`src/rtl/exec_controller.sv`:
```
// Multi-cycle sequencer for the BitBlaster datapath: captures an instruction
// on exec and walks it through timesteps T1-T3, driving bus and load enables.
module exec_controller #(
  parameter int IR_W = 10,
  parameter int NREG = 4
) (
  input  logic            clk,
  input  logic            reset,
  input  logic            exec,
  input  logic [IR_W-1:0] instr,
  output logic            ir_load,
  output logic            ext_out,
  output logic [NREG-1:0] rout,
  output logic [NREG-1:0] rin,
  output logic            a_load,
  output logic            g_load,
  output logic            g_out,
  output logic [3:0]      alu_op,
  output logic            busy,
  output logic            done
);

  localparam logic [1:0] T0 = 2'd0;
  localparam logic [1:0] T1 = 2'd1;
  localparam logic [1:0] T2 = 2'd2;
  localparam logic [1:0] T3 = 2'd3;

  logic [1:0]      state_reg, state_next;
  logic [IR_W-1:0] ir_reg;
  logic [3:0]      opcode;
  logic [1:0]      rx, ry;
  logic [NREG-1:0] rx_oh, ry_oh;
  logic            is_load, is_copy, is_bin, is_un;
  logic            unused_ir_bits;

  assign opcode = ir_reg[9:6];
  assign rx     = ir_reg[5:4];
  assign ry     = ir_reg[3:2];
  assign unused_ir_bits = ^ir_reg[1:0];

  genvar gi;
  generate
    for (gi = 0; gi < NREG; gi++) begin : g_reg_sel
      assign rx_oh[gi] = (rx == 2'(gi));
      assign ry_oh[gi] = (ry == 2'(gi));
    end
  endgenerate

  always_comb begin
    is_load = (opcode == 4'b0000);
    is_copy = (opcode == 4'b0001);
    is_bin  = (opcode == 4'b0010) || (opcode == 4'b0011) || (opcode == 4'b0110) ||
              (opcode == 4'b0111) || (opcode == 4'b1000);
    is_un   = (opcode == 4'b0100) || (opcode == 4'b0101);
  end

  always_ff @(posedge clk or negedge reset) begin
    if (!reset) begin
      state_reg <= T0;
      ir_reg    <= '0;
    end else begin
      state_reg <= state_next;
      if (ir_load) ir_reg <= instr;
    end
  end

  always_comb begin
    state_next = state_reg;
    ir_load    = 1'b0;
    ext_out    = 1'b0;
    rout       = '0;
    rin        = '0;
    a_load     = 1'b0;
    g_load     = 1'b0;
    g_out      = 1'b0;
    alu_op     = 4'd0;
    busy       = 1'b0;
    done       = 1'b0;
    case (state_reg)
      T0: begin
        // Gate with reset so a held exec cannot strobe the IR during reset.
        ir_load = exec & reset;
        if (exec) state_next = T1;
      end
      T1: begin
        busy = 1'b1;
        if (is_load) begin
          ext_out    = 1'b1;
          rin        = rx_oh;
          done       = 1'b1;
          state_next = T0;
        end else if (is_copy) begin
          rout       = ry_oh;
          rin        = rx_oh;
          done       = 1'b1;
          state_next = T0;
        end else if (is_bin || is_un) begin
          rout       = rx_oh;
          a_load     = 1'b1;
          state_next = T2;
        end else begin
          done       = 1'b1;
          state_next = T0;
        end
      end
      T2: begin
        busy   = 1'b1;
        g_load = 1'b1;
        alu_op = opcode;
        // Unary ops take their only operand from A, so the bus stays idle.
        if (is_bin) rout = ry_oh;
        state_next = T3;
      end
      default: begin
        busy       = 1'b1;
        g_out      = 1'b1;
        rin        = rx_oh;
        done       = 1'b1;
        state_next = T0;
      end
    endcase
  end

endmodule

```
`config.mk`:
```
export PLATFORM = sky130hd
export DESIGN_NAME = exec_controller
export DESIGN_NICKNAME = d
export VERILOG_FILES = /design/src/rtl/exec_controller.sv
export SDC_FILE = /design/constraint.sdc
export NUM_CORES = 1
export LEC_CHECK = 0
export CORE_ASPECT_RATIO = 1.2
export CORE_UTILIZATION = 36
export DETAILED_ROUTE_END_ITERATION = 6
export GPL_TIMING_DRIVEN = 0
export PLACE_DENSITY = 0.76
export SYNTH_ARGS = -nofsm -noshare
export SYNTH_HDL_FRONTEND = slang
export SYNTH_SLANG_ARGS = --single-unit
```
`constraint.sdc`:
```
create_clock -name clk -period 1.35 [get_ports clk]
set_input_delay 0.135 -clock clk [delete_from_list [all_inputs] [get_ports clk]]
set_output_delay 0.135 -clock clk [all_outputs]
set_load 0.02 [all_outputs]
```
==> results.py, run 1 <==
metrics = {
    "global_route": {
        "grt_overflow": 0,
        "antenna_found_initial": 0,
        "grt_usage_pct": 21.9,
        "grt_pass1_vias": 782,
        "grt_pass1_wl_um": 3550,
        "grt_max_degree": 12,
    },
    "power_and_ir_drop": {
        "peakVddDrop_v": 0.00157,
        "p_leak_nw": 0.608,
        "p_per_area_nw_per_um2": 2240,
    },
    "die": {
        "die-height_um": 50.8,
        "start_util_pct": 38.5,
        "pin_count": 32,
        "rows": 17,
        "coreArea_um2": 1850,
        "die_w_um": 42.6,
        "dieArea_um2": 2160,
    },
    "synth": {
        "synthFlopType": "dfrtp_1",
        "synth.top_cell.area_share_pct": 35.1,
        "synthMuxAreaShare_pct": 14.0,
        "ys_ff_latch": 10,
        "ys_seq_area_share_pct": 35.1,
        "synth_fa_ha_area_share_pct": 8.77,
        "syn-num-nets": 93,
        "yosys.area.top_type": "dfrtp_1",
        "syn_avg_cell_area_um2": 9.51,
        "yosysMostFrequentCell": "dfrtp_1",
        "yosys.cell_types.count": 24,
        "synth_xor_area_share_pct": 0,
        "synth_edf_count": 0,
        "yosys_warnings": 0,
        "synth_area_leaders": "dfrtp_1 35%, mux2_2 13%, ha_1 8.8%",
        "synth_cells": 75,
        "ys_top_cells_by_count": "10 x dfrtp_1, 9 x nor2_1, 8 x inv_1, 8 x mux2_2, 5 x ha_1",
        "async_reset_ff_share_pct": 100,
        "synth.cell_area_um2": 713,
        "synth_top_family_by_area": "simple AND/OR/NAND/NOR gates",
        "yosys.area_share.simple_pct": 22.1,
        "synth-compound-area-share_pct": 15.1,
    },
    "place": {
        "gp_congestion": 0.674,
        "io_buffers": 29,
        "dp_slack_ns": -0.887,
        "place_inst": 123,
        "dp_hpwl_um": 1420,
    },
    "routing": {
        "antenna_left": 0,
        "wl_per_cell_um": 15.5,
        "drt_wl_total_um": 2170,
        "vias": 771,
        "drtIter0Drc": 11,
        "drc_errors": 0,
        "via_per_inst": 5.51,
        "dr.pass1.iters": 4,
    },
    "timing": {
        "fin_crit_sh_pct": 140,
        "rsz0062_at_grt": "true",
        "finalHoldViolCount": 0,
        "setup_viol": 25,
        "holdWs_ns": 0.225,
        "worstMarginPinSlew_ns": 0.529,
        "period_minus_slack_ns": 1.89,
        "tns_ns": -7.20,
        "finClkSkew_ns": 0.000942,
        "maxSlewHeadroom_pct": 64.6,
        "fin_ws_ns": -0.545,
        "drv_slew": 0,
        "fmax_ghz": 0.528,
    },
    "run_status": {
        "status": "complete, but fails checks",
        "violations": "negative setup slack",
    },
    "cells_and_area": {
        "syn_to_final_growth_pct": 88.1,
        "nets": 141,
        "drive_gt1_share_pct": 65.3,
        "largest_reg_flops": 8,
        "final_cells": 140,
        "n_antenna_cell": 0,
        "fill_cells": 126,
    },
    "critical_path": {
        "rr_startpoint": "state_reg[0]$_DFFE_PN0P_",
        "crit_path_top_delay_cell": "dfrtp_2",
        "reg2reg_depth": 6,
        "crit_path_max_fanout": 4,
        "path_class": "reg2out",
        "crit_chain": "inv_4, ha_4, and2_4, a31oi_4, o41ai_2, o21a_2, buf_6",
        "r2r-end": "ir_reg[7]$_DFFE_PN0P_",
        "cp-start-kind": "register",
        "critical_path_required_ns": 1.22,
        "worstPathArrival_ns": 1.76,
        "critical-path-max-stage-delay_ns": 0.42,
        "r2r_slack_ns": -0.17,
        "end_kind": "primary output",
    },
    "cts": {
        "clockRootBuffer": "clkbuf_4",
        "clk_latency_ns": 0.26,
        "cts.sink_count": 10,
        "hold_buffers": 0,
        "cts.clk_slew.worst_paths_ns": 0.06,
        "cts_max_level": 1,
        "cts_tree": "built",
        "clockBufferDepth": 2,
        "numCtsBuffers": 3,
    },
    "run": {
        "drv_cap": 0,
    },
    "min_path": {
        "hp-class": "in2async",
    },
}
==> per-stage QoR <==
step,cell area (um2),utilization (%),power [mW]
5_1_grt,1340,72.5,3.18
2_1_floorplan,785,-,1.65
3_5_place_dp,1100,59.4,2.19
3_3_place_gp,1100,59.4,2.13
4_1_cts,1270,68.4,2.76
6_report,1340,72.5,3.00
==> timing repair <==
action | CTS | global route
setup buffers | 10 | 5
setup endpoints to repair | 28 | 29
gates resized for setup | 110 | 17
hold endpoints to repair | 0 | 0
pin swaps | 5 | 6
==> how the worst max path moves through the flow <==
stage | start | to | slack, ns | depth (start not counted)
after CTS | state_reg[0]$_DFFE_PN0P_ | rout[2] | -0.51 | 6
after floorplan | state_reg[0]$_DFFE_PN0P_ | rout[2] | -0.20 | 6
after global routing | state_reg[0]$_DFFE_PN0P_ | rout[2] | -0.62 | 7
after global placement | state_reg[1]$_DFFE_PN0P_ | rout[2] | -0.82 | 6
final | state_reg[0]$_DFFE_PN0P_ | rout[2] | -0.54 | 7
after detailed placement | state_reg[1]$_DFFE_PN0P_ | rout[2] | -0.89 | 6
==> cell families (layout without fill, tap and decap cells) <==
logic type | Yosys count | in the layout
muxes | 9 | 9
DFF | 10 | 10
buffers and inverters | 9 | 55
adders and majority gates | 5 | 5
and+or+nand+nor | 28 | 28
AOI/OAI and AO/OA | 14 | 14
==> worst max-delay path, delay by kind of cell, from the launching register on <==
family	cells	cell delay [ns]
AO/OA/AOI/OAI	3	0.57
buffers and inverters	2	0.18
AND/OR/NAND/NOR	1	0.17
flip-flops	1	0.42
adder cells (fa/ha/maj)	1	0.16
==> layer usage <==
metal  track usage [%]  vias to the layer above  part of all wire [%]
met4              12.0                        0                   3.6
li1                  -                      367                     -
met1              25.7                      370                    40
met2              37.4                       23                    53
met3              3.24                       11                   2.9
met5                 0                        -                     0
==> placed cells by master (no fill, tap or decap), types with 2 or more instances in the layout <==
master,Yosys,final
dfrtp_2,0,4
nor2_1,9,6
nand2_1,2,2
mux2_2,8,8
buf_4,0,17
clkbuf_4,0,3
clkdlybuf4s15_2,0,2
o21a_2,0,4
o41ai_2,0,3
clkdlybuf4s50_1,0,10
dfrtp_1,10,6
ha_4,0,2
inv_1,8,4
buf_2,1,3
a31oi_4,0,2
inv_2,0,3
buf_6,0,12
nor2_4,0,3
ha_1,5,2
nand4_1,4,4
nor3_4,1,2
and2_4,0,3
==> area by class of cell <==
type	count	area [um2]	share of cell area, %
Sequential cell	10	255	19.0
Multi-Input combinational cell	56	607	45.2
Clock buffer	3	22.5	1.68
Inverter	8	32.5	2.43
Tap cell	19	23.8	1.77
Timing Repair Buffer	44	400	29.9
==> power by group <==
part	internal, mW	switching [mW]
clock	0.102	0.0894
sequential	0.460	0.317
combinational	1.01	1.02
total	1.57	1.43
No activity file was read; power rests on OpenSTA's default activity.
==> run 2: changes to the inputs <==
==> constraint.sdc (replaced) <==
create_clock -name clk -period 1.35 [get_ports clk]
set_input_delay 0.27 -clock clk [delete_from_list [all_inputs] [get_ports clk]]
set_output_delay 0.27 -clock clk [all_outputs]
set_load 0.02 [all_outputs]
==> results.py, run 2 (synthesized netlist as in run 1, its figures left out) <==
metrics = {
    "routing": {
        "dr.pass1.iters": 4,
        "wl_per_cell_um": 17.0,
        "via_per_inst": 5.60,
        "antenna_left": 0,
        "drtIter0Drc": 14,
        "vias": 823,
        "drt_wl_total_um": 2490,
        "drc_errors": 0,
    },
    "timing": {
        "fin_ws_ns": -0.636,
        "finClkSkew_ns": 0.00539,
        "finalHoldViolCount": 0,
        "worstMarginPinSlew_ns": 0.530,
        "drv_slew": 0,
        "period_minus_slack_ns": 1.99,
        "rsz0062_at_grt": "true",
        "tns_ns": -10.08,
        "fin_crit_sh_pct": 147,
        "holdWs_ns": 0.103,
        "setup_viol": 28,
        "maxSlewHeadroom_pct": 64.6,
        "fmax_ghz": 0.503,
    },
    "place": {
        "io_buffers": 29,
        "gp_congestion": 0.712,
        "place_inst": 123,
        "dp_hpwl_um": 1380,
        "dp_slack_ns": -0.998,
        "place_area_um2": 1100,
    },
    "cells_and_area": {
        "final_common_cell": "buf_6",
        "n_antenna_cell": 0,
        "nets": 148,
        "multiInputGateArea_um2": 634,
        "seq_area_um2": 258,
        "final_cells": 147,
        "syn_to_final_growth_pct": 108,
        "largest_reg_flops": 8,
        "design_area_um2": 1480,
        "drive_gt1_share_pct": 74.2,
        "fill_cells": 123,
        "final_util_pct": 80.2,
        "final_cell_mix": "21 x buf_6, 15 x buf_4, 9 x clkdlybuf4s50_1",
    },
    "cts": {
        "cts_max_level": 1,
        "clockRootBuffer": "clkbuf_4",
        "cts_tree": "built",
        "cts.clk_slew.worst_paths_ns": 0.06,
        "numCtsBuffers": 3,
        "clk_latency_ns": 0.25,
        "cts.sink_count": 10,
        "clockBufferDepth": 2,
    },
    "die": {
        "die-height_um": 50.8,
        "dieArea_um2": 2160,
        "coreArea_um2": 1850,
        "pin_count": 32,
        "die_w_um": 42.6,
        "start_util_pct": 38.5,
        "rows": 17,
    },
    "global_route": {
        "grt_max_degree": 12,
        "grt_pass1_wl_um": 3910,
        "grt_pass1_vias": 798,
        "grt_overflow": 0,
        "antenna_found_initial": 0,
        "grt_usage_pct": 23.8,
    },
    "power_and_ir_drop": {
        "p_per_area_nw_per_um2": 2320,
        "peakVddDrop_v": 0.00174,
        "total_power_mw": 3.44,
        "p_leak_nw": 0.656,
    },
    "critical_path": {
        "critical_path_required_ns": 1.08,
        "crit_path_max_fanout": 5,
        "path_class": "reg2out",
        "worstPathArrival_ns": 1.72,
        "cp-start-kind": "register",
        "end_kind": "primary output",
    },
    "run_status": {
        "violations": "negative setup slack",
        "status": "complete, but fails checks",
    },
    "min_path": {
        "hp-class": "in2async",
    },
    "run": {
        "drv_cap": 0,
    },
}
run 2: final cells by class:
type                       count  share of cell area [%]
sequential                    10                    17.4
timing repair buffer          51                    34.6
clock buffer                   3                    1.52
tap                           19                    1.60
multi-input combinational     56                    42.7
inverter                       8                    2.19
run 2: routing by layer:
| layer | track usage (%) | part of all wire [%] | vias up |
|---|---|---|---|
| met2 | 39.1 | 52 | 30 |
| met4 | 9.38 | 1.4 | 0 |
| met1 | 31.7 | 43 | 405 |
| li1 | - | - | 382 |
| met3 | 2.52 | 3.3 | 6 |
| met5 | 0 | 0 | - |
run 2: repair_timing:
item                       4_1_cts  5_1_grt
buffers inserted                14        8
resized for setup              121       28
pin swaps                       13        9
hold buffers                     0        0
hold endpoints to repair         0        0
gates cloned                     0        0
setup endpoints to repair       29       29
run 2: worst max-delay path, cell delays in order, from the launching register on:
cell and delay, ns:
dfrtp_2 0.43, ha_4 0.19, and2_4 0.17, a31oi_4 0.24
o41ai_2 0.09, o21a_2 0.22, buf_6 0.12
run 2: where the power goes:
part	total [mW]	leakage (nW)	internal (mW)	switching, mW
clock network	0.181	0.0138	0.102	0.0793
logic	2.46	0.529	1.31	1.15
registers	0.793	0.113	0.467	0.326
total	3.44	0.656	1.88	1.56
run 2: path summary, 6_finish.rpt:
path	slack, ns	startpoint	endpoint	depth (start not counted)
setup / recovery	-0.64	state_reg[1]$_DFFE_PN0P_	rout[0]	6
hold / removal	0.10	reset	ir_reg[3]$_DFFE_PN0P_	1
setup reg to reg	-0.28	state_reg[0]$_DFFE_PN0P_	ir_reg[6]$_DFFE_PN0P_	8
hold reg to reg	0.62	ir_reg[7]$_DFFE_PN0P_	ir_reg[7]$_DFFE_PN0P_	1
max in group asynchronous	0.86	reset	state_reg[0]$_DFFE_PN0P_	1
min in group clk	0.62	ir_reg[7]$_DFFE_PN0P_	ir_reg[7]$_DFFE_PN0P_	1
